--- config.mk ---
export PLATFORM = sky130hd
export DESIGN_NAME = osnt_wrr_scheduler
export DESIGN_NICKNAME = d
export VERILOG_FILES = /design/src/rtl/osnt_wrr_scheduler.sv
export SDC_FILE = /design/constraint.sdc
export NUM_CORES = 1
export LEC_CHECK = 0
export BUFFER_PORTS_ARGS = -buffer_cell sky130_fd_sc_hd__buf_2
export CAP_MARGIN = 20
export CORE_MARGIN = 5
export CORE_UTILIZATION = 40
export CTS_CLUSTER_DIAMETER = 150
export DETAILED_ROUTE_END_ITERATION = 8
export GPL_TIMING_DRIVEN = 0
export PLACE_DENSITY = 0.66
export RECOVER_POWER = 25
export SYNTH_ARGS = -nofsm -noshare
export SYNTH_HDL_FRONTEND = slang
export SYNTH_SLANG_ARGS = --single-unit
--- constraint.sdc ---
create_clock -name axi_aclk -period 6.3 [get_ports axi_aclk]
set_clock_uncertainty 0.15 [all_clocks]
set_input_delay 0.315 -clock axi_aclk [delete_from_list [all_inputs] [get_ports axi_aclk]]
set_output_delay 0.315 -clock axi_aclk [all_outputs]
set_load 0.1 [all_outputs]
--- src/rtl/osnt_wrr_scheduler.sv ---
// Packet-granular weighted round-robin arbiter: one-hot grant held for a whole
// packet; each port gets up to its weight in consecutive packets per round.
module osnt_wrr_scheduler #(
  parameter int NUM_PORTS    = 4,
  parameter int IDX_WIDTH    = 2,
  parameter int WEIGHT_WIDTH = 4,
  parameter int CNT_WIDTH    = 32
) (
  input  logic                              axi_aclk,
  input  logic                              axi_reset,
  input  logic [NUM_PORTS-1:0]              req,
  input  logic [NUM_PORTS*WEIGHT_WIDTH-1:0] weight,
  input  logic                              pkt_done,
  output logic [NUM_PORTS-1:0]              grant,
  output logic                              grant_valid,
  output logic [IDX_WIDTH-1:0]              grant_idx,
  output logic [CNT_WIDTH-1:0]              round_cnt,
  output logic                              spurious_done
);

  typedef enum logic {IDLE, GRANT} state_t;

  state_t                                  state;
  logic [NUM_PORTS-1:0][WEIGHT_WIDTH-1:0]  credit;
  logic [NUM_PORTS-1:0][WEIGHT_WIDTH-1:0]  wt;
  logic [NUM_PORTS-1:0]                    eligible;
  logic [NUM_PORTS-1:0]                    reloadable;
  logic [IDX_WIDTH-1:0]                    ptr;
  logic [IDX_WIDTH-1:0]                    sel;
  logic [IDX_WIDTH-1:0]                    ptr_next;
  logic                                    any_elig;

  for (genvar i = 0; i < NUM_PORTS; i++) begin : g_port
    assign wt[i]         = weight[i*WEIGHT_WIDTH +: WEIGHT_WIDTH];
    assign eligible[i]   = req[i] & (credit[i] != '0);
    assign reloadable[i] = req[i] & (wt[i] != '0);
  end

  // Scan from the farthest offset down so the port closest to ptr wins.
  always_comb begin
    sel      = ptr;
    any_elig = 1'b0;
    for (int k = NUM_PORTS - 1; k >= 0; k--) begin
      int                   p;
      logic [IDX_WIDTH-1:0] pi;
      p = int'(ptr) + k;
      if (p >= NUM_PORTS) p = p - NUM_PORTS;
      pi = IDX_WIDTH'(p);
      if (eligible[pi]) begin
        sel      = pi;
        any_elig = 1'b1;
      end
    end
  end

  // A port keeps priority while it still holds credit (burst WRR).
  always_comb begin
    ptr_next = grant_idx;
    if (credit[grant_idx] == '0)
      ptr_next = (grant_idx == IDX_WIDTH'(NUM_PORTS - 1)) ? '0 : grant_idx + IDX_WIDTH'(1);
  end

  always_ff @(posedge axi_aclk) begin
    if (axi_reset) begin
      state         <= IDLE;
      credit        <= '0;
      ptr           <= '0;
      grant         <= '0;
      grant_valid   <= 1'b0;
      grant_idx     <= '0;
      round_cnt     <= '0;
      spurious_done <= 1'b0;
    end else begin
      case (state)
        IDLE: begin
          if (pkt_done) spurious_done <= 1'b1;
          if (any_elig) begin
            grant       <= NUM_PORTS'(1) << sel;
            grant_valid <= 1'b1;
            grant_idx   <= sel;
            credit[sel] <= credit[sel] - WEIGHT_WIDTH'(1);
            state       <= GRANT;
          end else if (|reloadable) begin
            credit    <= wt;
            round_cnt <= round_cnt + CNT_WIDTH'(1);
          end
        end
        GRANT: begin
          if (pkt_done) begin
            grant       <= '0;
            grant_valid <= 1'b0;
            grant_idx   <= '0;
            ptr         <= ptr_next;
            state       <= IDLE;
          end
        end
        default: state <= IDLE;
      endcase
    end
  end

endmodule

Word-level counts from Yosys, hierarchy flattened
Index checks and enable logic that the tools add are counted.
{ "op_classes": {"n_eq_ne": 3, "bitwise_logic": 10, "reduce_logical": 17, "addsub": 10, "magnitude_cmp": 11, "n_mux": 43, "shifts": 1} }
{ "ops": {"columns": ["op", "count"], "rows": [
  ["adder 32 x 1 -> 32 bit (second input constant)", 1],
  ["2-to-1 mux 16 bit", 2],
  ["nonzero test 4 bit", 8],
  ["2-to-1 mux 2 bit", 12],
  ["2-to-1 mux 4 bit", 5],
  ["< comparator 2 x 3 -> 1 bit (second input constant)", 6],
  ["binary-select mux 4 bit (select 2 bit)", 2],
  ["bitwise mux 16 bit", 1],
  ["2-to-1 mux 1 bit", 12],
  ["greater-or-equal comparator 3 bit (second input constant)", 3],
  ["bitwise AND 1 bit", 8],
  ["binary-select mux 1 bit (select 2 bit)", 4],
  ["demux 4 bit (select 2 bit)", 1],
  ["case mux 4 bit (2 select lines)", 1],
  ["AND reduction 2 bit", 4],
  ["subtractor 2 x 1 -> 2 bit (second input constant)", 4],
  ["adder 2 x 2 -> 3 bit (second input constant)", 2],
  ["zero test 4 bit", 1],
  ["inequality test 2 bit (second input constant)", 2],
  ["case mux 1 bit (2 select lines)", 2],
  ["case mux 2 bit (2 select lines)", 1],
  ["OR reduction 4 bit", 1],
  ["<< shifter 1 x 2 -> 4 bit (first input constant)", 1],
  ["subtractor 4 x 1 -> 4 bit (second input constant)", 1],
  ["9 further kinds", 10]
]} }
{ "totals": {"inputBits": 23, "wordCells": 106, "reg_bits": 59, "out_inout_bits": 40} }

Depth between registers and ports, before layout
Gate-level depths: netlist of the first run.
{ "depth": {"depth_word": 15, "mapped_depth": 13} }

Worst setup path before layout of the first run
Ideal clock, no wire load.
{ "synth_path": {"path_type": "flip-flop to flip-flop", "startpoint": "register credit[12] in the netlist's numbering", "endpoint": "register credit[13] in the netlist's numbering", "stages_incl_launch_ff": 11, "arrival_time_ns": 2.895, "synth_period_minus_slack_ns": 3.123, "setup_ns": 0.078, "t_required_ns": 6.072, "path_buffers": 1, "path_slack_ns": 3.177, "cell_sequence": "dfxtp_1 > o41a_1 > o311a_4 > a211oi_4 > buf_6 > mux2i_1 > mux2i_1 > inv_1 > ha_1 > o311a_2 > nor3_1"} }
{ "synth_between": {"elab_chain_len": 14} }
{ "synth_lines": {"columns": ["element", "line_no", "source"], "rows": [
  ["from (decl)", "24", "logic [NUM_PORTS-1:0][WEIGHT_WIDTH-1:0] credit;"],
  ["from (signal, indexed assignment)", "81", "credit[sel] <= credit[sel] - WEIGHT_WIDTH'(1);"],
  ["from (signal assigned)", "84", "credit <= wt;"],
  ["parallel branches: the longest is 14 deep, another holds subtractor 4 x 1 -> 4 bit", null, null]
]} }
Parallel ways; which one is timed is not known. The select of a mux whose other input is x is not followed.
A chain may end at the register's enable or synchronous reset.

Final worst setup path of the first run
{ "layout_path": {"startpoint": "register credit[12] in the netlist's numbering", "endpoint": "register credit[14] in the netlist's numbering"} }
Same word-level chain as after synthesis.

==> results of run 1 <==
flip-flops by register name (all words and copies together), names as in the netlist:
signal,cells
credit,16
grant,4
grant_idx,2
grant_valid,1
ptr,2
round_cnt,32
spurious_done,1
state,1
cell type report:
type	instances	area [um2]	area share
clock inverters	6	88.8	0.0235
multi-input cells	291	1840	0.488
flip-flops and latches	59	1180	0.313
repair buffers	62	282	0.0745
clock buffers	10	138	0.0364
inverters	9	33.8	0.00894
well taps	102	128	0.0338
plain buffers	15	83.8	0.0222
routing by layer:
metal,wire length (um),vias up,global-route usage
met4,138,0,0.0525
met1,4000,1460,0.234
met2,3970,80,0.282
li1,-,1525,-
met3,407,18,0.0439
met5,0,-,0
through the flow:
| stage | total power, uW | hold WS, ps | instances |
|---|---|---|---|
| 2_1_floorplan | 1270 | 310 | 374 |
| 3_3_place_gp | 1470 | 300 | 538 |
| 3_5_place_dp | 1480 | 303 | 538 |
| 4_1_cts | 1870 | 94.7 | 554 |
| 5_1_grt | 1990 | 138 | 554 |
| 6_report | 1880 | 100 | 554 |
worst max-delay path, stage by stage, from the launching register on:
cell and delay [ps]:
dfxtp_1 350, o41ai_1 750, o21ai_1 260, a211oi_4 440, buf_6 210, mux2i_1 190, mux2i_1 160, inv_1 100
ha_1 290, inv_1 100, nor3_1 210, mux2i_1 120, a311oi_2 230
worst max path at each step:
stage | to | slack [ps] | depth (start not counted)
detailed placement | credit[13] | 2690 | 10
global route | credit[14] | 2310 | 11
global placement | credit[13] | 2750 | 10
finish | credit[14] | 2640 | 12
floorplan | credit[13] | 3180 | 10
CTS | credit[13] | 2650 | 10
cell families after synthesis:
group | Yosys count | share of synthesized area
AO/OA/AOI/OAI | 97 | 0.225
XOR/XNOR | 23 | 0.0641
adder cells (fa/ha/maj) | 3 | 0.0119
buffers and inverters | 24 | 0.0374
flip-flops | 59 | 0.376
multiplexers | 10 | 0.0370
AND/OR/NAND/NOR | 158 | 0.249
power by group through the flow:
stage	sequential (uW)	clock, uW	combinational (uW)
final	500	393	983
after global routing	510	413	1070
after CTS	497	397	976
after detailed placement	504	0	972
after global placement	504	0	967
after floorplan	624	0	646
layout by cell type (no fill, tap or decap), drive strengths merged, types with 2 or more instances in the layout:
cell type / count
ha: 3
nor4: 3
clkbuf: 42
o41a: 2
nand4: 9
xnor2: 9
a31oi: 11
o221a: 2
o311ai: 2
o311a: 4
a211oi: 3
o21ai: 21
buf: 45
nand3: 13
clkinv: 2
a21oi: 23
a41oi: 2
o22ai: 5
inv: 9
or3: 12
xor2: 14
bufinv: 2
and4: 4
o41ai: 10
and3: 6
mux2i: 10
and2: 4
nand2: 35
nor2: 58
dfxtp: 59
nor3: 11
clkinvlp: 2
a22o: 2
a22oi: 2
==> out/results.ini, run 1 <==
[sta]
fin_ws_ps = 2640
setup_violations = 0
final_max_slew_viol_count = 0
hold_viol_final = 0
worstMarginPinSlew_ps = 1210
rsz0062_at_grt = false
max_clock_freq_ghz = 0.273
fin_crit_ps = 3660
fin_crit_sh = 0.581
max_slew_margin = 0.196
fin_setup_tns_ps = 0

[power_and_ir_drop]
p_comb_frac = 0.524
clockPowerShare = 0.210
irDropWorstVdd_uv = 247
powerDensity_nw_per_um2 = 497
internal_power_uw = 989
power_frac_seq = 0.266
p_switching_uw = 887
leakagePower_uw = 0.00144
swShare = 0.473

[drt]
drc = 0
wire_per_inst_um = 15.4
drtIter0Drc = 221
num_vias = 3083
dr.pass1.iters = 4
vias_per_cell = 5.56
wl_um = 8520
ant_nets = 0

[yosys]
yosysSeqAreaShare = 0.376
yosysTopAreaCellShare = 0.376
synth-seq-cells = 59
synth_ff_type = dfxtp_1
synth_area_leader_cell = dfxtp_1
avgSynthCellArea_um2 = 8.40
syn-num-nets = 400
ys_async_sr_fraction = 0
synth_edf_count = 0
synth.top_cells.by_count = dfxtp_1, nor2_1, nand2_1, a21oi_1, o21ai_0
synth_area_um2 = 3140
synth_cells = 374
yosysWarnings = 0
yosysMostFrequentCell = dfxtp_1
synth_cell_types = 56
yosys-top-cells-area = dfxtp_1, nor2_1, nand2_1

[worst_setup_path]
r2r_start = credit[12]
r2r-end = credit[14]
end_kind = register
cp.required_ps = 6400
path_class = register to register
critPathLaunch = credit[12]
crit_fanout = 10
crit_path_start_kind = register
r2r_cells = 12
arrival_ps = 3760
ff2ff_setup_slack_ps = 2640

[final_layout]
synthToLayoutAreaGrowth_pct = 20.2
nFillCells = 773
drive_above_1_share = 0.175
final_area_um2 = 3780
finalCoreUtilization = 0.492
nNetsFinal = 473
diodes = 0

[placement]
post_dp_cell_area_um2 = 3580
hpwl_um = 6400
port_buffers = 62
pre_cts_slack_ps = 2690
place.gp.congestion = 0.906

[clock_tree]
htree_levels = 3
cts_setup_buffers = 0
cts_tree = yes
cts-buffers-inserted = 9
root_buffer = clkbuf_8
insertion_delay_ps = 340
cts.repair.resized = 0
path_clk_slew_ps = 70
cts_max_path_buffers = 2
cts_hold_buf = 0
cts_sinks = 59

[run]
cap_violations = 0

[global_routing]
grt_pass1_vias = 2867
track_usage = 0.176
antenna_found_initial = 0
grt_pass1_wl_um = 14100
grt-ovfl-total = 0
grt_max_degree = 12

[worst_hold_path]
min_path_cells = 3
hp-start = pkt_done
whs_endpoint = spurious_done
worst_hold_path_type = input port to register

[floorplanning]
die_h_um = 98.6
io_pins = 63
start_util = 0.409
die_w_um = 98.6
dieArea_um2 = 9730
fp.coreArea_um2 = 7690
rows = 32

[status]
outcome = finished, final reports clean

Power figures use the tool's default switching activity.
==> run 2, diff against run 1 <==
clock period = 3.5 ns   (was 6.3 ns; I/O delays follow)
==> run 2 against run 1 <==
Compared with the run above:
- wire length up 2.1%
- final cell count up 1.3%
- utilization is 1.4 points higher
- die area unchanged
- critical path depth rose by 1
- total power rose by 85%
- combinational power up 87%
- sequential share of layout area shrank 0.88 points
- clock power is 79% higher
- first-iteration DRC count grew 16%
- register-to-register slack worse by 2400 ps
- clock-buffer cell count unchanged
- critical endpoint is now credit[6]
- largest power group unchanged
==> out/results.ini, run 2 (synthesized netlist as in run 1, its figures left out) <==
[final_layout]
final_cells = 561
final_common_cell = dfxtp_1
synthToLayoutAreaGrowth_pct = 23.7
diodes = 0
largest_register_ff_count = 32
drive_above_1_share = 0.181
reg.largest.list = round_cnt x32, credit x16, grant x4
layout_common_cells = dfxtp_1, nor2_1, buf_2, nand2_1, clkbuf_1
top_register = round_cnt
final_area_um2 = 3890
nNetsFinal = 480

[sta]
rsz0062_at_grt = false
fin_crit_ps = 3290
final_max_slew_viol_count = 0
max_clock_freq_ghz = 0.304
fin_hold_ws_ps = 27.4
fin_setup_tns_ps = 0
setup_violations = 0
max_slew_margin = 0.195
fin_crit_sh = 0.941
hold_viol_final = 0
worstMarginPinSlew_ps = 1210

[clock_tree]
cts_tree = yes
cts_max_path_buffers = 2
cts-buffers-inserted = 9
cts_sinks = 59
root_buffer = clkbuf_8
htree_levels = 3
insertion_delay_ps = 340
path_clk_slew_ps = 70

[run]
cap_violations = 0

[placement]
place_inst = 538
post_dp_cell_area_um2 = 3580
place.gp.congestion = 0.906
port_buffers = 62
hpwl_um = 6400

[drt]
wl_um = 8700
drc = 0
wire_per_inst_um = 15.5
dr.pass1.iters = 4
vias_per_cell = 5.49
num_vias = 3082
ant_nets = 0
drtIter0Drc = 257

[floorplanning]
die_w_um = 98.6
io_pins = 63
die_h_um = 98.6
dieArea_um2 = 9730
fp.coreArea_um2 = 7690
start_util = 0.409
rows = 32

[worst_setup_path]
arrival_ps = 3410
cp.required_ps = 3620
path_delay_family = compound AO/OA/AOI/OAI gates
ff2ff_setup_slack_ps = 210
path_class = register to register
crit_path_frequent_cell = inv_1
worstPathCellList = o41a_1 > o311a_4 > a211oi_4 > buf_4 > buf_6 > mux2i_1 > mux2i_2 > inv_1 > ha_2 > inv_1 > o41ai_1 > nand2_1 > a21oi_1
crit_fanout = 10
worst-path-buf-inv = 4
crit_path_start_kind = register
critPathSlowestCell = o41a_1
max_stage_delay_ps = 530
end_kind = register

[global_routing]
grt-ovfl-total = 0
antenna_found_initial = 0
grt_max_degree = 12
grt_pass1_wl_um = 14200
grt_pass1_vias = 2891
track_usage = 0.177

[power_and_ir_drop]
total_power_uw = 3460
swShare = 0.471
internal_power_uw = 1830
clockPowerShare = 0.204
leakagePower_uw = 0.00148
irDropWorstVdd_uv = 441
p_switching_uw = 1630
p_comb_frac = 0.532
powerDensity_nw_per_um2 = 891
power_frac_seq = 0.264

[status]
outcome = finished, final reports clean

[worst_hold_path]
worst_hold_path_type = input port to register

## run 2: metal layers
| metal | routed length [um] | part of all wire | global-route usage | vias to the layer above |
|---|---|---|---|---|
| li1 | - | - | - | 1537 |
| met2 | 4090 | 0.47 | 0.285 | 87 |
| met4 | 103 | 0.012 | 0.0525 | 0 |
| met5 | 0 | 0 | 0 | - |
| met3 | 470 | 0.054 | 0.0460 | 11 |
| met1 | 4030 | 0.46 | 0.234 | 1447 |
## run 2: worst reg2reg max path: stages (launching register included)
cell and delay [ps]:
dfxtp_1 360, o41a_1 530, o311a_4 410, a211oi_4 150, buf_4 190, buf_6 160, mux2i_1 220, mux2i_2 110
inv_1 70, ha_2 240, inv_1 80, o41ai_1 350, nand2_1 90, a21oi_1 130
## run 2: cell type report
type,count,area (um2)
fillers,762,3800
multi-input cells,291,1890
flip-flops and latches,59,1180
repair buffers,69,345
clock buffers,10,138
well taps,102,128
clock inverters,6,88.8
plain buffers,15,83.8
inverters,9,33.8
## run 2: power groups by stage
stage | clock network, uW | logic (uW) | registers [uW]
global placement | 0 | 1740 | 908
detailed placement | 0 | 1750 | 908
global route | 743 | 1990 | 931
finish | 705 | 1840 | 915
floorplan | 0 | 1160 | 1120
CTS | 715 | 1770 | 897
## run 2: path summary, 6_finish.rpt
path / from / endpoint / cells past startpoint
worst max-delay path: credit[12] / credit[6] / 13
worst min-delay path: weight[5] / credit[5] / 3
worst max register to register: credit[12] / credit[6] / 13
worst min register to register: grant_valid / grant_valid / 2
## run 2: timing repair
| item | CTS | global route |
|---|---|---|
| gates resized for setup | 2 | 4 |
| endpoints found under the hold margin | 5 | 0 |
| endpoints found under the setup margin | 7 | 8 |
| pin swaps | 0 | 1 |
| hold buffers | 5 | 0 |
| setup buffers | 0 | 2 |
## run 2: through the flow
stage / setup slack, ps / util
4_1_cts: 26.2 / 0.503
5_1_grt: 47.4 / 0.506
3_3_place_gp: -52.8 / 0.466
6_report: 206 / 0.506
3_5_place_dp: -107 / 0.466
2_1_floorplan: 377 / -
